`src/rtl/calc_sequencer.sv`:
```
// Accumulator-based micro-sequencer: runs a 16-word program held in local memory,
// stepping an external address counter through CLEAR/FETCH/EXEC until HALT or the last word.
module calc_sequencer (
  input  logic       clock,
  input  logic       reset,
  input  logic       start,
  input  logic       prog_we,
  input  logic [3:0] prog_addr,
  input  logic [7:0] prog_data,
  input  logic [3:0] address,
  output logic       cnt_en,
  output logic       ctr_clr,
  output logic [7:0] acc,
  output logic       carry,
  output logic       busy,
  output logic       done
);

  typedef enum logic [2:0] {IDLE, CLEAR, FETCH, EXEC, DONE} state_t;

  localparam logic [3:0] OP_NOP  = 4'h0;
  localparam logic [3:0] OP_LOAD = 4'h1;
  localparam logic [3:0] OP_ADD  = 4'h2;
  localparam logic [3:0] OP_SUB  = 4'h3;
  localparam logic [3:0] OP_AND  = 4'h4;
  localparam logic [3:0] OP_OR   = 4'h5;
  localparam logic [3:0] OP_XOR  = 4'h6;
  localparam logic [3:0] OP_SHL  = 4'h7;
  localparam logic [3:0] OP_SHR  = 4'h8;
  localparam logic [3:0] OP_HALT = 4'hF;

  state_t      state;
  logic [7:0]  mem [16];
  logic [7:0]  ir;
  logic [7:0]  fetch_word;
  logic        fetch_is_last;
  logic [7:0]  imm;
  logic [8:0]  sum;
  logic        exec_is_last;

  // Asynchronous read at the address the external counter is presenting.
  assign fetch_word    = mem[address];
  assign fetch_is_last = (fetch_word[7:4] == OP_HALT) || (address == 4'hF);
  assign exec_is_last  = (ir[7:4] == OP_HALT) || (address == 4'hF);
  assign imm           = {4'h0, ir[3:0]};
  assign sum           = {1'b0, acc} + {1'b0, imm};

  // NOTE: all state below is sequential, so every assignment is non-blocking;
  // the outputs are registered one state ahead so they are glitch-free in their state.
  always_ff @(posedge clock) begin
    if (reset) begin
      state   <= IDLE;
      acc     <= 8'h00;
      carry   <= 1'b0;
      ir      <= 8'h00;
      cnt_en  <= 1'b0;
      ctr_clr <= 1'b0;
      busy    <= 1'b0;
      done    <= 1'b0;
      // NOTE: the program memory is cleared by reset, so it is built from plain
      // flops rather than a RAM macro.
      for (int i = 0; i < 16; i++) mem[i] <= 8'h00;
    end else begin
      cnt_en  <= 1'b0;
      ctr_clr <= 1'b0;
      done    <= 1'b0;
      case (state)
        IDLE: begin
          if (prog_we) mem[prog_addr] <= prog_data;
          if (start) begin
            state   <= CLEAR;
            ctr_clr <= 1'b1;
            busy    <= 1'b1;
          end
        end
        CLEAR: state <= FETCH;
        FETCH: begin
          ir     <= fetch_word;
          cnt_en <= ~fetch_is_last;
          state  <= EXEC;
        end
        EXEC: begin
          case (ir[7:4])
            OP_LOAD: begin acc <= imm; carry <= 1'b0; end
            OP_ADD:  {carry, acc} <= sum;
            OP_SUB:  begin acc <= acc - imm; carry <= (imm > acc); end
            OP_AND:  acc <= acc & imm;
            OP_OR:   acc <= acc | imm;
            OP_XOR:  acc <= acc ^ imm;
            OP_SHL:  begin carry <= acc[7]; acc <= {acc[6:0], 1'b0}; end
            OP_SHR:  begin carry <= acc[0]; acc <= {1'b0, acc[7:1]}; end
            OP_NOP:  ;
            default: ;
          endcase
          if (exec_is_last) begin
            state <= DONE;
            busy  <= 1'b0;
            done  <= 1'b1;
          end else begin
            state <= FETCH;
          end
        end
        DONE:    state <= IDLE;
        default: state <= IDLE;
      endcase
    end
  end

endmodule

```
`config.mk`:
```
export PLATFORM = sky130hd
export DESIGN_NAME = calc_sequencer
export DESIGN_NICKNAME = d
export VERILOG_FILES = /design/src/rtl/calc_sequencer.sv
export SDC_FILE = /design/constraint.sdc
export NUM_CORES = 1
export LEC_CHECK = 0
export ABC_AREA = 1
export BUFFER_PORTS_ARGS = -buffer_cell sky130_fd_sc_hd__buf_2
export CAP_MARGIN = 20
export CELL_PAD_IN_SITES_DETAIL_PLACEMENT = 1
export CELL_PAD_IN_SITES_GLOBAL_PLACEMENT = 1
export CORE_MARGIN = 2
export CORE_UTILIZATION = 52
export DETAILED_ROUTE_END_ITERATION = 10
export MAX_ROUTING_LAYER = met4
export PLACE_DENSITY_LB_ADDON = 0.1
export SYNTH_ARGS = -nofsm -noshare
export SYNTH_HDL_FRONTEND = slang
export SYNTH_SLANG_ARGS = --single-unit
```
`constraint.sdc`:
```
create_clock -name clock -period 3.5 [get_ports clock]
set_input_delay 0.7 -clock clock [delete_from_list [all_inputs] [get_ports clock]]
set_output_delay 0.7 -clock clock [all_outputs]
set_load 0.005 [all_outputs]
```
==> results.py, run 1 <==
metrics = {
    "clock_network": {
        "root_buffer": "clkbuf_16",
        "cts_hold_buf": 0,
        "path_clk_slew_ns": 0.06,
        "tritoncts": "done",
        "insertion_delay_ns": 0.44,
        "htreeDepth": 4,
        "cts_setup_buffers": 0,
        "cts_buffer_depth": 2,
        "clock_sinks": 152,
        "cts_buffers": 17,
        "cts_resized": 0,
    },
    "logic_synthesis": {
        "synth-warning-count": 0,
        "syn_inst": 857,
        "synth-edff-count": 128,
        "synth_area_leaders": "edfxtp_1, nor2_1, dfxtp_1",
        "seq_area_frac_synth_pct": 56.02,
        "synth_top_area_share_pct": 49.80,
        "ys_types": 40,
        "synth_top_area_cell": "edfxtp_1",
        "synth-async-reset-ratio_pct": 0,
        "avgSynthCellArea_um2": 9.007,
        "synthesis.nets": 892,
        "yosysMostFrequentCell": "nor2_1",
        "syn_area_um2": 7719,
        "yosys_register_bits": 152,
        "netlist_top_cells_count": "nor2_1, edfxtp_1, nand2_1, o21ai_0, inv_1",
        "ys.flop_type": "edfxtp_1",
    },
    "critical_path": {
        "crit_path_max_incr_delay_ns": 0.45,
        "start_kind": "register",
        "critPathCaptureType": "register",
        "crit_chain": "ha_1 -> inv_1 -> fa_1 -> inv_1 -> nand3_1 -> nand2_1 -> nand2_1 -> o21ai_0 -> nand3_1 -> nand2_1 -> nand2_1 -> a21oi_1",
        "crit_top_cell": "nand2_1",
        "cp_data_arrival_time_ns": 2.60,
        "required_ns": 3.86,
        "crit_path_top_delay_cell": "dfxtp_1",
        "cp_max_fo": 5,
        "setup.worst_path.class": "register to register",
        "r2r_slack_ns": 1.26,
    },
    "finish": {
        "seq_area_um2": 4324,
        "syn2layout_area_growth_pct": 11.56,
        "multiInputGateArea_um2": 2954,
        "final_nets": 915,
        "stdcell_area_um2": 8611,
        "fillers": 1677,
        "diodes": 0,
        "drive_gt1_share_pct": 11.56,
    },
    "drt": {
        "drc": 0,
        "num_vias": 6427,
        "wire_per_inst_um": 21.88,
        "avgViaCountPerCell": 5.979,
        "first_pass_iters": 7,
        "first_iter_violations": 655,
        "routed_wl_um": 23520,
        "detail-route-antenna-nets": 0,
    },
    "global_routing": {
        "grt-ovfl-total": 0,
        "grt_usage_pct": 31.89,
        "antenna_found_initial": 0,
        "grt_max_degree": 66,
        "grt_pass1_wl_um": 37400,
        "grt_pass1_vias": 6787,
    },
    "timing": {
        "setup_viol": 0,
        "fmax_mhz": 447.4,
        "period_needed_ns": 2.235,
        "rsz0062_at_grt": "false",
        "skew_ns": 0.01096,
        "fin_crit_sh_pct": 63.87,
        "maxSlewViolCount": 0,
        "slew_headroom_pct": 41.02,
        "hold_viol": 0,
        "fin_setup_tns_ns": 0,
        "worst_pin_slew_ns": 0.8838,
    },
    "power": {
        "netSwitchingFraction_pct": 24.73,
        "peakVddDrop_v": 0.0003781,
        "p_switching_mw": 1.114,
        "combinationalPowerShare_pct": 9.5,
        "p_clk_share_pct": 44.7,
        "power_density_nw_per_um2": 522.9,
        "p_leak_nw": 3.638,
        "p_int_mw": 3.389,
        "p_seq_share_pct": 45.9,
    },
    "flow_run": {
        "drv_cap": 0,
    },
    "floorplanning": {
        "die_w_um": 125.8,
        "initial_core_util_pct": 53.11,
        "die_height_um": 125.8,
        "rows": 44,
        "boundaryPins": 33,
        "core_area_um2": 14530,
        "dieArea_um2": 15830,
    },
    "placed_design": {
        "placement.io_buffers": 32,
        "postPlaceCellArea_um2": 7981,
        "gp_congestion": 0.9185,
        "detailed_place_hpwl_um": 16000,
    },
    "run_status": {
        "status": "complete, no violations",
    },
    "worst_hold_path": {
        "hp-class": "register to register",
    },
}
-- cell usage in the layout (no fill, tap or decap), drive strengths merged --
cell,instances
a21oi,25
buf,39
bufinv,5
clkbuf,18
clkinv,7
clkinvlp,2
dfxtp,24
edfxtp,128
fa,2
ha,13
inv,67
nand2,135
nand3,47
nand3b,1
nand4,3
nor2,240
nor3,9
nor3b,1
nor4,3
o2111ai,1
o211ai,13
o21a,1
o21ai,81
o21bai,1
o221ai,6
o22ai,17
o31ai,1
or2,1
-- state kept, by name (all words and copies together) (netlist names), 3 cells and up --
name and count:
ir 8, state 3, acc 8, mem 128
-- worst max-delay path, delay by kind of cell, from the launching register on --
kind,cells,cell delay (ns)
DFF,1,0.45
buffers and inverters,2,0.17
adders and majority gates,2,0.68
and+or+nand+nor,6,0.60
AOI/OAI and AO/OA,2,0.27
-- cell families after synthesis --
group / share of synthesized area (%)
buf+inv: 5.706
flops: 56.02
compound gates: 10.60
simple gates: 25.04
fa+ha+maj: 2.626
-- metal layers --
| layer | vias up | part of all wire [%] | global-route usage (%) |
|---|---|---|---|
| met4 | 0 | 2.3 | 10.41 |
| met3 | 43 | 5.3 | 4.970 |
| li1 | 2938 | - | - |
| met2 | 210 | 51 | 53.35 |
| met1 | 3236 | 42 | 40.12 |
| met5 | - | 0 | - |
-- power groups by stage --
| stage | registers (mW) | clock network [mW] | logic, mW |
|---|---|---|---|
| final | 2.06 | 2.01 | 0.427 |
| after global routing | 2.07 | 2.08 | 0.471 |
| after CTS | 2.06 | 2.01 | 0.423 |
| after detailed placement | 2.10 | 0 | 0.413 |
| after global placement | 2.10 | 0 | 0.398 |
| after floorplan | 2.08 | 0 | 0.281 |
-- worst paths after layout --
check | startpoint | endpoint | cells after the start
setup / recovery | ir[0] | acc[6] | 12
hold / removal | busy | busy | 2
setup reg to reg | ir[0] | acc[6] | 12
hold reg to reg | busy | busy | 2
-- metrics by stage --
stage / cells / total power, mW / setup WS (ns) / utilization (%) / hold WS (ns)
2_1_floorplan: 857 / 2.365 / 1.363 / - / 0.4420
3_3_place_gp: 1045 / 2.496 / 1.048 / 54.92 / 0.4380
3_5_place_dp: 1045 / 2.515 / 0.9878 / 54.92 / 0.4650
4_1_cts: 1075 / 4.497 / 1.288 / 59.25 / 0.4734
5_1_grt: 1075 / 4.619 / 1.028 / 59.25 / 0.5040
6_report: 1075 / 4.502 / 1.265 / 59.25 / 0.4629
-- area by class of cell --
cell class | instances | share of cell area, %
Clock buffer | 18 | 4.984
Clock inverter | 12 | 2.325
Inverter | 69 | 3.022
Multi-Input combinational cell | 601 | 34.31
Sequential cell | 152 | 50.22
Tap cell | 184 | 2.674
Timing Repair Buffer | 39 | 2.470
Power figures use the tool's default switching activity.
==> run 2: changes to the inputs <==
--- a/config.mk
+++ b/config.mk
@@ -11,7 +11,7 @@
 export CELL_PAD_IN_SITES_DETAIL_PLACEMENT = 1
 export CELL_PAD_IN_SITES_GLOBAL_PLACEMENT = 1
 export CORE_MARGIN = 2
-export CORE_UTILIZATION = 52
+export CORE_UTILIZATION = 43
 export DETAILED_ROUTE_END_ITERATION = 10
 export MAX_ROUTING_LAYER = met4
 export PLACE_DENSITY_LB_ADDON = 0.1
==> constraint.sdc (replaced) <==
create_clock -name clock -period 1.9 [get_ports clock]
set_input_delay 0.38 -clock clock [delete_from_list [all_inputs] [get_ports clock]]
set_output_delay 0.38 -clock clock [all_outputs]
set_load 0.005 [all_outputs]
==> results.py, run 2 (synthesis results as in run 1) <==
metrics = {
    "run_status": {
        "status": "complete, no violations",
    },
    "critical_path": {
        "cp_data_arrival_time_ns": 2.15,
        "start_kind": "register",
        "critPathCaptureType": "register",
        "setup.worst_path.class": "register to register",
        "required_ns": 2.22,
        "crit_chain": "inv_2 -> ha_4 -> fa_2 -> inv_2 -> nand2_4 -> a21oi_4 -> buf_4 -> nor3b_1 -> nor2_1 -> nand2_1 -> nand2_1 -> a21oi_2",
        "cp_max_fo": 4,
        "crit_path_max_incr_delay_ns": 0.38,
        "worst-path-buf-inv": 3,
        "crit_path_top_delay_cell": "fa_2",
        "cp_top_family": "adder cells",
    },
    "finish": {
        "utilization_pct": 53.17,
        "final_common_cell": "nor2_1",
        "syn2layout_area_growth_pct": 19.97,
        "drive_gt1_share_pct": 20.34,
        "regMostFlops": "mem",
        "layout_common_cells": "nor2_1, edfxtp_1, nand2_1, o21ai_0, inv_1",
        "top_regs": "mem (128), acc (8), ir (8)",
        "diodes": 0,
        "largest_reg_flops": 128,
        "final_nets": 971,
        "stdcell_area_um2": 9260,
        "stdcell_count": 1174,
    },
    "timing": {
        "hold_viol": 0,
        "fin_crit_sh_pct": 96.59,
        "skew_ns": 0.008944,
        "period_needed_ns": 1.835,
        "worst_pin_slew_ns": 0.4045,
        "setup_viol": 0,
        "rsz0062_at_grt": "true",
        "setup_ws_ns": 0.06479,
        "slew_headroom_pct": 72.94,
        "fmax_mhz": 544.9,
        "maxSlewViolCount": 0,
    },
    "placed_design": {
        "post-place-ws_ns": -0.1723,
        "place.detailed.instances": 1141,
        "detailed_place_hpwl_um": 16930,
        "postPlaceCellArea_um2": 8521,
        "placement.io_buffers": 32,
        "gp_congestion": 0.9080,
    },
    "floorplanning": {
        "dieArea_um2": 19040,
        "rows": 48,
        "die_height_um": 138.0,
        "die_w_um": 138.0,
        "core_area_um2": 17420,
        "boundaryPins": 33,
        "initial_core_util_pct": 44.32,
    },
    "global_routing": {
        "grt_usage_pct": 26.59,
        "grt_pass1_vias": 6700,
        "grt_pass1_wl_um": 36310,
        "grt_max_degree": 47,
        "antenna_found_initial": 0,
        "grt-ovfl-total": 0,
    },
    "clock_network": {
        "path_clk_slew_ns": 0.06,
        "clock_sinks": 152,
        "cts_buffer_depth": 2,
        "insertion_delay_ns": 0.43,
        "cts_buffers": 17,
        "root_buffer": "clkbuf_16",
        "tritoncts": "done",
        "htreeDepth": 4,
    },
    "power": {
        "combinationalPowerShare_pct": 11.4,
        "power_density_nw_per_um2": 868.0,
        "peakVddDrop_v": 0.0006199,
        "p_switching_mw": 2.072,
        "p_clk_share_pct": 41.5,
        "netSwitchingFraction_pct": 25.78,
        "p_seq_share_pct": 47.1,
        "p_total_mw": 8.038,
        "p_leak_nw": 3.903,
        "p_int_mw": 5.966,
    },
    "drt": {
        "wire_per_inst_um": 19.82,
        "num_vias": 6415,
        "first_iter_violations": 344,
        "detail-route-antenna-nets": 0,
        "first_pass_iters": 5,
        "drc": 0,
        "avgViaCountPerCell": 5.464,
        "routed_wl_um": 23260,
    },
    "flow_run": {
        "drv_cap": 0,
    },
    "worst_hold_path": {
        "hp-class": "primary input to register",
    },
}
[run 2: changes by cell type in the layout (fill, tap and decap cells not counted), moves of 5 or more]
| cell | change |
|---|---|
| inv_1 | -6 |
| inv_2 | +6 |
| ha_4 | +5 |
| buf_12 | +6 |
| nand2_2 | +9 |
| nand2_1 | -10 |
| ha_1 | -5 |
| buf_4 | +49 |
[run 2: worst reg2reg max path, delay by kind of cell (launching register included)]
kind / cells / cell delay, ns
buffers and inverters: 3 / 0.26
adder cells (fa/ha/maj): 2 / 0.54
AND/OR/NAND/NOR: 5 / 0.37
AO/OA/AOI/OAI: 2 / 0.21
flip-flops: 1 / 0.36
[run 2: metrics by stage]
step,setup TNS (ns),hold WS [ns]
after floorplan,0,0.4420
after global placement,-0.1785,0.4335
after detailed placement,-0.4020,0.4494
after CTS,0,0.1814
after global routing,-0.08910,0.2027
final,0,0.2104
[run 2: metal layers]
layer | routed length, um | global-route usage, % | vias to the layer above | part of all wire, %
met5 | 0 | - | - | 0
met1 | 9947 | 32.17 | 3196 | 43
met2 | 12060 | 45.93 | 137 | 52
li1 | - | - | 3047 | -
met4 | 368 | 8.560 | 0 | 1.6
met3 | 889 | 3.911 | 35 | 3.8
[run 2: path summary, 6_finish.rpt]
kind | from | end | slack (ns) | cells after the start
max | acc[0] | acc[6] | 0.06 | 12
min | start | ctr_clr | 0.21 | 3
max reg2reg | acc[0] | acc[6] | 0.06 | 12
min reg2reg | busy | busy | 0.45 | 2
[run 2: area by class of cell]
type,count,area (um^2)
clock buffers,19,432.9
clock inverters,13,146.4
fillers,2006,8157
inverters,69,260.3
multi-input cells,601,3097
flip-flops and latches,152,4330
well taps,225,281.5
repair buffers,95,711.9
[run 2: power by group through the flow]
stage	Sequential [mW]	Combinational [mW]	Clock (mW)
2_1_floorplan	3.84	0.518	0
3_5_place_dp	3.86	0.858	0
5_1_grt	3.80	1.01	3.50
6_report	3.79	0.915	3.34
3_3_place_gp	3.85	0.828	0
4_1_cts	3.79	0.870	3.39
[run 2: what timing repair did]
item	in CTS	in global routing
pin swaps	3	6
endpoints found under the setup margin	3	59
resized for setup	10	33
hold buffers	0	0
setup buffers	0	1
